## src/rtl/ysyx_22050019_axi_rd_arbiter_pkg.sv

```systemverilog
// Shared definitions for the IFU/LSU read-channel arbiter: FSM states and
// the one-hot grant encodings {lsu, ifu}.
package ysyx_22050019_axi_rd_arbiter_pkg;

    typedef enum logic [1:0] {
        ST_IDLE = 2'd0,
        ST_ADDR = 2'd1,
        ST_DATA = 2'd2
    } arb_state_t;

    localparam logic [1:0] GNT_NONE = 2'b00;
    localparam logic [1:0] GNT_IFU  = 2'b01;
    localparam logic [1:0] GNT_LSU  = 2'b10;

endpackage

```

## src/rtl/ysyx_22050019_arb_prio.sv

```systemverilog
// Winner selection for the read arbiter: LSU has fixed priority, but after
// MAX_LSU_STREAK back-to-back LSU wins with IFU waiting, IFU gets one turn.
module ysyx_22050019_arb_prio
    import ysyx_22050019_axi_rd_arbiter_pkg::*;
#(
    parameter int MAX_LSU_STREAK = 4
) (
    input  logic       i_clk,
    input  logic       i_rst_n,
    input  logic       i_ifu_req,
    input  logic       i_lsu_req,
    input  logic       i_take,
    output logic [1:0] o_winner
);

    localparam logic [3:0] STREAK_MAX = 4'(MAX_LSU_STREAK);

    logic [3:0] r_streak;
    logic       w_ifu_due;

    assign w_ifu_due = i_ifu_req && (r_streak == STREAK_MAX);

    always_comb begin
        o_winner = GNT_NONE;
        if (i_lsu_req && !w_ifu_due) begin
            o_winner = GNT_LSU;
        end else if (i_ifu_req) begin
            o_winner = GNT_IFU;
        end
    end

    // Streak only grows while IFU is actually being passed over.
    always_ff @(posedge i_clk) begin
        if (!i_rst_n) begin
            r_streak <= '0;
        end else if (i_take) begin
            if ((o_winner == GNT_LSU) && i_ifu_req) begin
                if (r_streak != STREAK_MAX) begin
                    r_streak <= r_streak + 4'd1;
                end
            end else begin
                r_streak <= '0;
            end
        end
    end

endmodule

```

## src/rtl/ysyx_22050019_axi_rd_arbiter.sv

```systemverilog
// Shares one single-beat AXI-lite read port between IFU and LSU, one
// outstanding read at a time; the response is routed to the granted side.
module ysyx_22050019_axi_rd_arbiter
    import ysyx_22050019_axi_rd_arbiter_pkg::*;
#(
    parameter int ADDR_W         = 64,
    parameter int DATA_W         = 64,
    parameter int MAX_LSU_STREAK = 4
) (
    input  logic              i_clk,
    input  logic              i_rst_n,
    input  logic              i_ifu_arvalid,
    output logic              o_ifu_arready,
    input  logic [ADDR_W-1:0] i_ifu_araddr,
    input  logic [2:0]        i_ifu_arsize,
    output logic              o_ifu_rvalid,
    input  logic              i_ifu_rready,
    output logic [DATA_W-1:0] o_ifu_rdata,
    output logic [1:0]        o_ifu_rresp,
    input  logic              i_lsu_arvalid,
    output logic              o_lsu_arready,
    input  logic [ADDR_W-1:0] i_lsu_araddr,
    input  logic [2:0]        i_lsu_arsize,
    output logic              o_lsu_rvalid,
    input  logic              i_lsu_rready,
    output logic [DATA_W-1:0] o_lsu_rdata,
    output logic [1:0]        o_lsu_rresp,
    output logic              o_m_axi_arvalid,
    input  logic              i_m_axi_arready,
    output logic [ADDR_W-1:0] o_m_axi_araddr,
    output logic [2:0]        o_m_axi_arsize,
    input  logic              i_m_axi_rvalid,
    output logic              o_m_axi_rready,
    input  logic [DATA_W-1:0] i_m_axi_rdata,
    input  logic [1:0]        i_m_axi_rresp,
    output logic [1:0]        o_arb_grant
);

    arb_state_t r_state, w_state_nxt;
    logic [1:0] r_grant, w_grant_nxt, w_winner;
    logic       w_take, w_in_addr, w_in_data, w_is_ifu, w_is_lsu;

    assign w_take    = (r_state == ST_IDLE) && (i_ifu_arvalid || i_lsu_arvalid);
    assign w_in_addr = (r_state == ST_ADDR);
    assign w_in_data = (r_state == ST_DATA);
    assign w_is_ifu  = (r_grant == GNT_IFU);
    assign w_is_lsu  = (r_grant == GNT_LSU);

    ysyx_22050019_arb_prio #(
        .MAX_LSU_STREAK(MAX_LSU_STREAK)
    ) u_prio (
        .i_clk    (i_clk),
        .i_rst_n  (i_rst_n),
        .i_ifu_req(i_ifu_arvalid),
        .i_lsu_req(i_lsu_arvalid),
        .i_take   (w_take),
        .o_winner (w_winner)
    );

    always_ff @(posedge i_clk) begin
        if (!i_rst_n) begin
            r_state <= ST_IDLE;
            r_grant <= GNT_NONE;
        end else begin
            r_state <= w_state_nxt;
            r_grant <= w_grant_nxt;
        end
    end

    always_comb begin
        w_state_nxt = r_state;
        w_grant_nxt = r_grant;
        case (r_state)
            ST_IDLE: begin
                if (w_take) begin
                    w_state_nxt = ST_ADDR;
                    w_grant_nxt = w_winner;
                end
            end
            ST_ADDR: begin
                if (i_m_axi_arready) begin
                    w_state_nxt = ST_DATA;
                end
            end
            ST_DATA: begin
                if (i_m_axi_rvalid && o_m_axi_rready) begin
                    w_state_nxt = ST_IDLE;
                    w_grant_nxt = GNT_NONE;
                end
            end
            default: begin
                w_state_nxt = ST_IDLE;
                w_grant_nxt = GNT_NONE;
            end
        endcase
    end

    // Address side is muxed from the registered grant, so arvalid never
    // reaches arready combinationally.
    always_comb begin
        o_m_axi_arvalid = w_in_addr;
        o_m_axi_araddr  = '0;
        o_m_axi_arsize  = '0;
        if (w_is_lsu) begin
            o_m_axi_araddr = i_lsu_araddr;
            o_m_axi_arsize = i_lsu_arsize;
        end else if (w_is_ifu) begin
            o_m_axi_araddr = i_ifu_araddr;
            o_m_axi_arsize = i_ifu_arsize;
        end
        o_ifu_arready  = w_in_addr && w_is_ifu && i_m_axi_arready;
        o_lsu_arready  = w_in_addr && w_is_lsu && i_m_axi_arready;
        o_m_axi_rready = w_in_data && ((w_is_ifu && i_ifu_rready) || (w_is_lsu && i_lsu_rready));
        o_ifu_rvalid   = w_in_data && w_is_ifu && i_m_axi_rvalid;
        o_lsu_rvalid   = w_in_data && w_is_lsu && i_m_axi_rvalid;
        o_ifu_rdata    = i_m_axi_rdata;
        o_ifu_rresp    = i_m_axi_rresp;
        o_lsu_rdata    = i_m_axi_rdata;
        o_lsu_rresp    = i_m_axi_rresp;
        o_arb_grant    = r_grant;
    end

endmodule

```

## config.mk

```make
export PLATFORM = sky130hd
export DESIGN_NAME = ysyx_22050019_axi_rd_arbiter
export DESIGN_NICKNAME = d
export VERILOG_FILES = /design/src/rtl/ysyx_22050019_axi_rd_arbiter_pkg.sv /design/src/rtl/ysyx_22050019_arb_prio.sv /design/src/rtl/ysyx_22050019_axi_rd_arbiter.sv
export SDC_FILE = /design/constraint.sdc
export NUM_CORES = 1
export LEC_CHECK = 0
export ABC_CLOCK_PERIOD_IN_PS = 1600
export CAP_MARGIN = 10
export CORE_AREA = 2 2 160 162
export DETAILED_ROUTE_END_ITERATION = 16
export DIE_AREA = 0 0 162 164
export PLACE_DENSITY = 0.4
export SYNTH_ARGS = -nofsm -noshare
export SYNTH_HDL_FRONTEND = slang
export SYNTH_SLANG_ARGS = --single-unit
```

## constraint.sdc

```tcl
create_clock -name i_clk -period 1.6 [get_ports i_clk]
set_input_delay 0.16 -clock i_clk [delete_from_list [all_inputs] [get_ports i_clk]]
set_output_delay 0.16 -clock i_clk [all_outputs]
set_load 0.01 [all_outputs]
```

==> impl_metrics.py <==
metrics = {
    "final_layout": {
        "final_common_cell": "clkdlybuf4s50_1",
        "nets": 607,
        "fin_util_pct": 16.7,
        "drive_gt1_share_pct": 32.9,
        "fin_area_mm2": 0.00414,
        "final_cell_mix": "144 x clkdlybuf4s50_1, 65 x a22o_1, 63 x buf_2, 15 x buf_6, 14 x buf_4",
        "n_antenna_cell": 0,
        "area_delta_synth_final_pct": 92.0,
    },
    "timing": {
        "drv_slew": 0,
        "rsz0062_at_grt": "yes",
        "finalSetupViolations": 25,
        "max_freq_mhz": 585,
        "worst_pin_slew_ns": 0.375,
        "period_minus_slack_ns": 1.71,
        "slew_headroom_pct": 74.4,
        "fin_crit_sh_pct": 107,
        "final_hold_viol_count": 0,
        "worst_slack_ns": -0.110,
        "skew_ns": 0.00345,
    },
    "placed_design": {
        "dp_hpwl_um": 8470,
        "place_area_mm2": 0.00383,
        "gp_congestion": 0.680,
        "portBuffers": 216,
    },
    "synthesis": {
        "synth-seq-cells": 8,
        "synth_warnings": 0,
        "synth_nets": 491,
        "synth_cells": 281,
        "synth.distinct_cells": 33,
        "ys_seq_area_share_pct": 7.43,
        "synth_area_mm2": 0.00216,
        "postSynthAreaPerCell_um2": 7.67,
    },
    "route": {
        "drtIter0Drc": 68,
        "ant_nets": 0,
        "drcViolationCount": 0,
        "wl_met3_um": 1410,
        "dr_total_vias": 2459,
        "avgRoutedWirePerCell_um": 17.1,
        "dr_wl_met2_um": 6090,
        "wl_met1_um": 4380,
        "wl_um": 12400,
        "firstDrtPassIters": 5,
        "vias_per_cell": 3.39,
        "top_layer_used": "met4",
    },
    "pwr": {
        "pwr-share-clk_pct": 22.1,
        "p_switching_uw": 569,
        "ir_drop_uv": 283,
        "power_per_cell_area_mw_per_mm2": 450,
        "power_leakage_uw": 0.00175,
        "internal-power_uw": 1290,
        "power.share.combinational_pct": 65.9,
        "switching_share_pct": 30.5,
        "power.total_uw": 1860,
        "seqPwrFrac_pct": 12.0,
    },
    "outcome": {
        "status": "finished, violations left",
        "violations": "negative setup slack",
    },
    "clock_network": {
        "numCtsBuffers": 3,
        "cts_max_level": 1,
        "ctsLongestPathBuffers": 2,
        "clockRootBuffer": "clkbuf_16",
        "cts_sinks": 8,
        "cts_tree": "done",
        "clk_latency_ns": 0.23,
        "path_clk_slew_ns": 0.04,
        "holdBufCountCts": 0,
    },
    "die": {
        "ios": 415,
        "die_w_um": 162,
        "start_util_pct": 8.69,
        "core_area_mm2": 0.0248,
        "chipHeight_um": 164,
        "die_area_mm2": 0.0266,
        "row_count": 58,
    },
    "critical_path": {
        "worst-path-max-fanout": 5,
        "worst-setup-path-type": "reg -> out",
        "worstSetupEndpointType": "output port",
        "start_kind": "flop",
        "required_ns": 1.44,
        "critPathArrivalTime_ns": 1.55,
    },
    "min_path": {
        "hold_path.class": "in -> out",
    },
    "grt": {
        "antenna_found_initial": 0,
        "grt.total_usage_pct": 8.58,
        "grt_pass1_wl_um": 16700,
        "grt_start_max_net_pins": 18,
        "first_global_vias": 2588,
        "gr-total-overflow": 0,
    },
    "flow_run": {
        "max-cap-violations": 0,
    },
}
[per-layer routing]
| layer | global-route usage, % | vias to the layer above |
|---|---|---|
| li1 | - | 1100 |
| met1 | 9.04 | 1100 |
| met2 | 15.5 | 202 |
| met3 | 3.08 | 57 |
| met4 | 3.62 | 0 |
| met5 | 0 | - |
[metrics by stage]
step           hold slack (ns)  TNS (ns)  setup WS, ns  std cells
2_1_floorplan            0.282         0         0.140        281
3_3_place_gp             0.320     -8.11        -0.216        691
3_5_place_dp             0.320     -9.37        -0.235        691
4_1_cts                  0.320     -2.62        -0.155        729
5_1_grt                  0.320     -3.05        -0.167        725
6_report                 0.320    -0.839        -0.110        725
[sequential cells by signal, indices dropped and copies added (netlist names)]
name             count
u_prio.r_streak      4
o_arb_grant          2
r_state              2
[synth_stat cells]
master | number | area share (%)
nor2_1 | 7 | 1.2
o21bai_1 | 1 | 0.35
ha_1 | 2 | 1.2
a32oi_1 | 1 | 0.41
and3b_1 | 1 | 0.41
o21ai_2 | 1 | 0.41
o21a_1 | 1 | 0.35
nor3_1 | 1 | 0.23
or3b_2 | 1 | 0.41
o32ai_1 | 1 | 0.41
buf_1 | 1 | 0.17
clkbuf_1 | 9 | 1.6
nand3_1 | 2 | 0.46
nand3b_1 | 3 | 1.0
a22oi_1 | 1 | 0.35
a21oi_1 | 4 | 0.93
nor2b_1 | 3 | 0.87
a2111oi_0 | 1 | 0.41
and2b_2 | 1 | 0.41
a22o_1 | 67 | 27
buf_2 | 6 | 1.4
nand2_1 | 7 | 1.2
o21ai_0 | 3 | 0.70
or2b_1 | 1 | 0.35
or3_2 | 1 | 0.35
nor2_4 | 1 | 0.52
a31oi_1 | 2 | 0.58
nand4_1 | 2 | 0.58
buf_4 | 133 | 46
or4_1 | 1 | 0.35
inv_1 | 5 | 0.87
nand2b_1 | 2 | 0.58
dfxtp_1 | 8 | 7.4
[critical path: stages, from the launching register on]
cell and delay (ns):
dfxtp_2 0.33, nor2b_4 0.13, buf_8 0.13, buf_12 0.14, buf_12 0.13, buf_12 0.12
a22o_1 0.20, buf_2 0.14
[path summary, 6_finish.rpt]
| check | slack, ns | to | from | cells past startpoint |
|---|---|---|---|---|
| setup / recovery | -0.11 | o_m_axi_araddr[33] | o_arb_grant[0] | 7 |
| hold reg to reg | 0.47 | u_prio.r_streak[0] | u_prio.r_streak[0] | 2 |
| setup reg to reg | 0.04 | u_prio.r_streak[3] | u_prio.r_streak[0] | 6 |
| hold / removal | 0.32 | o_ifu_rdata[59] | i_m_axi_rdata[59] | 0 |
[timing repair]
item                                    in CTS  in global routing
cloned                                      11                  0
endpoints found under the setup margin      73                 71
gates resized for setup                    320                  5
setup buffers                               24                  2
pin swaps                                   36                 20
[cell type report]
cell class                 count  area [um2]
clock buffer                   3        75.1
sequential                     8         168
fill                        2844       20700
timing repair buffer         260        2510
multi-input combinational    119         953
inverter                       5        18.8
tap                          330         413
[power groups by stage]
stage / combinational [uW] / clock [uW] / sequential, uW
final: 1230 / 412 / 223
after global routing: 1320 / 436 / 224
after CTS: 1300 / 421 / 223
after detailed placement: 1120 / 0 / 224
after global placement: 1120 / 0 / 224
after floorplan: 681 / 0 / 229
[cells by family (layout without fill, tap and decap cells)]
logic type	count (synthesis)	count (layout)	synth area share [%]
AO/OA/AOI/OAI	83	83	32.1
adder cells (fa/ha/maj)	2	2	1.16
buffers and inverters	154	268	50.3
flip-flops	8	8	7.43
AND/OR/NAND/NOR	34	34	9.00
Power figures use the tool's default switching activity.
